===== src/rtl/keypad_scan.sv =====
// 4x4 keypad scanner: row rotation, tick-paced press/release debounce, one-shot key strobe.
// Optional entry-digit shift register enabled by defining KEYPAD_SHIFT_EN.
`timescale 1ns/1ps

module keypad_scan #(
    parameter int cdbits = 16,
    parameter int dbn    = 4
) (
    input  logic       ck,
    input  logic       rst,
    input  logic [3:0] col,
    output logic [3:0] row,
    output logic [3:0] key,
    output logic       key_vld,
    output logic       key_down,
    output logic [3:0] x3,
    output logic [3:0] x2,
    output logic [3:0] x1,
    output logic [3:0] x0
);

    typedef enum logic [1:0] {
        SCAN     = 2'd0,
        DEBOUNCE = 2'd1,
        HELD     = 2'd2
    } state_t;

    localparam logic [3:0] DBN = 4'(dbn);

    state_t            state_q, state_d;
    logic [3:0]        sync1_q, cs_q;
    logic [cdbits-1:0] cnt_q;
    logic [1:0]        ridx_q, ridx_d;
    logic [3:0]        cand_cs_q, cand_cs_d;
    logic [3:0]        cand_code_q, cand_code_d;
    logic [3:0]        mcnt_q, mcnt_d;
    logic [3:0]        rcnt_q, rcnt_d;
    logic [3:0]        key_q, key_d;
    logic              vld_q, vld_d;
    logic              down_q, down_d;

    logic              tick;
    logic [3:0]        low_n;
    logic              one_low;
    logic [1:0]        cidx;
    logic [3:0]        mcnt_inc, rcnt_inc;

    function automatic logic [3:0] code_of(input logic [1:0] r, input logic [1:0] c);
        logic [3:0] code;
        case ({r, c})
            4'b00_00: code = 4'h1;
            4'b00_01: code = 4'h2;
            4'b00_10: code = 4'h3;
            4'b00_11: code = 4'hA;
            4'b01_00: code = 4'h4;
            4'b01_01: code = 4'h5;
            4'b01_10: code = 4'h6;
            4'b01_11: code = 4'hB;
            4'b10_00: code = 4'h7;
            4'b10_01: code = 4'h8;
            4'b10_10: code = 4'h9;
            4'b10_11: code = 4'hC;
            4'b11_00: code = 4'h0;
            4'b11_01: code = 4'hF;
            4'b11_10: code = 4'hE;
            default:  code = 4'hD;
        endcase
        return code;
    endfunction

    assign tick     = &cnt_q;
    assign low_n    = ~cs_q;
    assign one_low  = (low_n != 4'd0) && ((low_n & (low_n - 4'd1)) == 4'd0);
    assign mcnt_inc = (mcnt_q == 4'hF) ? 4'hF : mcnt_q + 4'd1;
    assign rcnt_inc = (rcnt_q == 4'hF) ? 4'hF : rcnt_q + 4'd1;

    always_comb begin
        case (low_n)
            4'b0010: cidx = 2'd1;
            4'b0100: cidx = 2'd2;
            4'b1000: cidx = 2'd3;
            default: cidx = 2'd0;
        endcase
    end

    // NOTE: sequential state uses non-blocking (<=) so every register samples pre-edge values.
    always_ff @(posedge ck) begin
        if (rst) begin
            sync1_q     <= 4'b1111;
            cs_q        <= 4'b1111;
            cnt_q       <= '0;
            state_q     <= SCAN;
            ridx_q      <= 2'd0;
            cand_cs_q   <= 4'b1111;
            cand_code_q <= 4'd0;
            mcnt_q      <= 4'd0;
            rcnt_q      <= 4'd0;
            key_q       <= 4'd0;
            vld_q       <= 1'b0;
            down_q      <= 1'b0;
        end else begin
            sync1_q     <= col;
            cs_q        <= sync1_q;
            cnt_q       <= cnt_q + cdbits'(1);
            state_q     <= state_d;
            ridx_q      <= ridx_d;
            cand_cs_q   <= cand_cs_d;
            cand_code_q <= cand_code_d;
            mcnt_q      <= mcnt_d;
            rcnt_q      <= rcnt_d;
            key_q       <= key_d;
            vld_q       <= vld_d;
            down_q      <= down_d;
        end
    end

    // NOTE: every variable gets a default before the case so no path leaves it unassigned (no latches).
    always_comb begin
        state_d     = state_q;
        ridx_d      = ridx_q;
        cand_cs_d   = cand_cs_q;
        cand_code_d = cand_code_q;
        mcnt_d      = mcnt_q;
        rcnt_d      = rcnt_q;
        key_d       = key_q;
        vld_d       = 1'b0;
        down_d      = down_q;

        case (state_q)
            SCAN: begin
                if (tick) begin
                    if (one_low) begin
                        cand_cs_d   = cs_q;
                        cand_code_d = code_of(ridx_q, cidx);
                        mcnt_d      = 4'd1;
                        state_d     = DEBOUNCE;
                    end else begin
                        ridx_d = ridx_q + 2'd1;
                    end
                end
            end
            DEBOUNCE: begin
                if (tick) begin
                    if (cs_q == cand_cs_q) begin
                        mcnt_d = mcnt_inc;
                        if (mcnt_inc >= DBN) begin
                            mcnt_d  = 4'd0;
                            rcnt_d  = 4'd0;
                            key_d   = cand_code_q;
                            down_d  = 1'b1;
                            vld_d   = 1'b1;
                            state_d = HELD;
                        end
                    end else begin
                        mcnt_d  = 4'd0;
                        ridx_d  = ridx_q + 2'd1;
                        state_d = SCAN;
                    end
                end
            end
            HELD: begin
                // Release is only declared after dbn consecutive all-high samples.
                if (tick) begin
                    if (cs_q == 4'b1111) begin
                        rcnt_d = rcnt_inc;
                        if (rcnt_inc >= DBN) begin
                            rcnt_d  = 4'd0;
                            down_d  = 1'b0;
                            ridx_d  = ridx_q + 2'd1;
                            state_d = SCAN;
                        end
                    end else begin
                        rcnt_d = 4'd0;
                    end
                end
            end
            default: state_d = SCAN;
        endcase
    end

    assign row      = ~(4'b0001 << ridx_q);
    assign key      = key_q;
    assign key_vld  = vld_q;
    assign key_down = down_q;

`ifdef KEYPAD_SHIFT_EN
    logic [3:0] x3_q, x2_q, x1_q, x0_q;

    // Shift on the same edge that raises key_vld so the new digit appears with the strobe.
    always_ff @(posedge ck) begin
        if (rst) begin
            x3_q <= 4'd0;
            x2_q <= 4'd0;
            x1_q <= 4'd0;
            x0_q <= 4'd0;
        end else if (vld_d) begin
            x3_q <= x2_q;
            x2_q <= x1_q;
            x1_q <= x0_q;
            x0_q <= cand_code_q;
        end
    end

    assign x3 = x3_q;
    assign x2 = x2_q;
    assign x1 = x1_q;
    assign x0 = x0_q;
`else
    assign x3 = 4'd0;
    assign x2 = 4'd0;
    assign x1 = 4'd0;
    assign x0 = 4'd0;
`endif

endmodule


===== config.mk =====
export PLATFORM = sky130hd
export DESIGN_NAME = keypad_scan
export DESIGN_NICKNAME = d
export VERILOG_FILES = /design/src/rtl/keypad_scan.sv
export SDC_FILE = /design/constraint.sdc
export NUM_CORES = 1
export LEC_CHECK = 0
export BUFFER_PORTS_ARGS = -buffer_cell sky130_fd_sc_hd__clkbuf_2
export CORE_AREA = 2 2 73 75
export CTS_CLUSTER_SIZE = 16
export DETAILED_ROUTE_END_ITERATION = 12
export DIE_AREA = 0 0 75 77
export PLACE_DENSITY = 0.74
export SKIP_CTS_REPAIR_TIMING = 1
export SYNTH_ARGS = -nofsm -noshare
export SYNTH_HDL_FRONTEND = slang
export SYNTH_SLANG_ARGS = --single-unit

===== constraint.sdc =====
create_clock -name ck -period 1.8 [get_ports ck]
set_input_delay 0.54 -clock ck [delete_from_list [all_inputs] [get_ports ck]]
set_output_delay 0.54 -clock ck [all_outputs]
set_load 0.005 [all_outputs]

==> results.txt <==
Root Buffer = clkbuf_8
core area = 4980 um2
initial antenna violation count = 0
Max VDD drop = 634 uV
CP Capture Type = flop
die height = 77 um
mux contribution to synthesized area = 5.35%
Initial DRT Pass Iterations = 5
DRT antenna net count = 0
WL final = 4950 um
outcome = finished clean
Async S/R FF share, synth = 0%
largest net degree at the start of global routing = 21
critical path class = flop to flop
clock latency on the worst-skew pair = 310 ps
die span in x = 75 um
part of the Yosys area used for sequential elements = 39.6%
vias in the first global route = 1,783
Initial Utilization = 50.8%
Design Area, Final = 3150 um2
syn avg cell area = 9.26 um2
fillers = 404
H-tree depth = 2
hpwl dp = 3420 um
Area after DPL = 2860 um2
crit start category = flop
vias per cell = 4.92
fin crit period = 1790 ps
Slew Viols, Final = 0
Yosys warning count = 0
routed len/inst = 12.6 um
crit share post-route = 99.4%
share of cells above drive strength 1 = 36.3%
Area growth, synth to finish = 24.7%
Post-route DRC = 0
FF+latch area = 1030 um2
Area contributors post-synth = dfxtp_1, buf_4, nor2_1, ha_1, mux2i_1
GPL Wtd Cong = 0.826
Critical Path RT = 2010 ps
first-pass GRT wire length = 7810 um
grt total ovfl = 0
post-synthesis xor/xnor area fraction = 7.62%
adder and majority gate portion of the synthesized area = 4.95%
post-synthesis cell type count = 48
# IOs = 32
Min Hold Slack = 404 ps
clock-pin slew on the worst setup and hold paths = 100 ps
complex-gate fraction of the synthesized area = 9.90%
Post-synth EDFFs = 0
post-synthesis sequential element count = 50
Buffers on Ports = 15
TritonCTS clock tree = built
via count = 1,930
clk buf depth = 2
post-synthesis simple-gate area fraction = 22.4%
Site Rows = 26
Final Skew = 9.74 ps
Pwr Total = 0.00196 W
Hold Crit Class = primary input to flop
RSZ-0062 raised after global routing = yes
Primary FF master, synth = dfxtp_1
largest family of logic cells by synthesized area = simple AND/OR/NAND/NOR gates
initial DRC count = 99
worst endpoint data arrival time = 2000 ps
fmax = 559 MHz
Num CTS Buffers = 5
# clock sinks = 50
max-cap violation count = 0
Synth top area share = 39.6%
post-synthesis cell count = 273
Leakage = 1.34 nW
Cell Area, Synth = 2530 um2
number of setup violations in the final report = 0
Multi-input gate area = 1480 um2
biggest area consumer among synthesized cells = dfxtp_1
ANT cells = 0
Hold Vio Cnt, Final = 0
gr usage total = 17.4%
pwr/cell area = 623 nW/um2
crit-path max FO = 6
DIE AREA = 5780 um2
setup TNS = 0 ps
nets@finish = 337
stage by stage:
stage          utilization [%]  setup slack [ps]  cells
2_1_floorplan                -              7.47    288
3_3_place_gp              57.5             -77.3    381
3_5_place_dp              57.5              -141    381
4_1_cts                   59.4              -170    389
5_1_grt                   63.3             -61.8    392
6_report                  63.3              11.5    392
cell type report:
type | count | share of cell area, %
clock inverter | 3 | 0.794
multi-input combinational | 196 | 47.0
tap | 70 | 2.78
clock buffer | 5 | 2.18
timing repair buffer | 57 | 13.3
inverter | 11 | 1.31
sequential | 50 | 32.6
final timing paths:
kind / startpoint / end / slack, ps / depth (start not counted)
worst max-delay path: cs_q[3] / ridx_q[0] / 10 / 5
worst min-delay path: col[1] / sync1_q[1] / 400 / 2
worst max register to register: cs_q[3] / ridx_q[0] / 10 / 5
worst min register to register: sync1_q[1] / cs_q[1] / 420 / 1
layout by cell type (no fill, tap or decap), drive strengths merged, types with 2 or more instances in the layout:
cell type,instances
nor2b,7
nor3b,3
dfxtp,50
and3,4
ha,10
clkbuf,20
buf,42
nor4,3
nor3,5
or2,10
inv,12
conb,16
a21oi,7
nand4,3
nand2b,7
xor2,11
nand2,14
xnor2,11
nand3,7
and2,3
a211o,6
mux2i,12
o21ai,2
nor2,34
o21a,2
and4,4
worst max-delay path, stage by stage, from the launching register on:
cell	delay (ps)
dfxtp_4	400
xnor2_4	140
and4_1	220
o21a_1	220
a2111oi_4	380
mux2_4	330
routing by layer:
metal / share of wire [%] / routed length, um / track usage, %
met3: 3.0 / 147 / 3.15
met4: 2.2 / 107 / 6.96
met1: 43 / 2110 / 21.8
met2: 52 / 2580 / 28.8
met5: 0 / 0 / 0
cell usage after synthesis, types with 2 or more instances:
cell type  count
nor4_1         2
o21ai_0        2
nor2b_1        7
xor2_1        11
nand2b_1       7
mux2i_1       12
and4_1         3
nand2_1       14
nor3b_1        3
xnor2_1       11
ha_1          10
buf_2          3
nor3_1         5
nor2_1        34
buf_6          3
or2_2         10
clkbuf_1       6
buf_4         18
and3_1         3
nand3_1        7
inv_1         11
and2_1         3
dfxtp_1       50
nand4_1        3
o21a_1         2
a21oi_1        7
a211o_1        5
registers in the layout (all words and copies together) (netlist names), 4 cells and up:
name         cells
mcnt_q           4
cs_q             4
cand_code_q      4
cand_cs_q        4
key              4
sync1_q          4
rcnt_q           4
cnt_q           16
power by group:
part           internal, W  total, W  switching (W)
clock network     0.000281  0.000678       0.000397
registers          0.00112   0.00113      0.0000158
logic            0.0000753  0.000153      0.0000782
total              0.00147   0.00196       0.000491
cells by family after synthesis:
family                     after synthesis
adders and majority gates               10
other                                    1
buffers and inverters                   42
muxes                                   13
and+or+nand+nor                        106
DFF                                     50
xor gates and xnor gates                22
AOI/OAI and AO/OA                       29
Note: power is estimated with default switching activity, not from simulation.
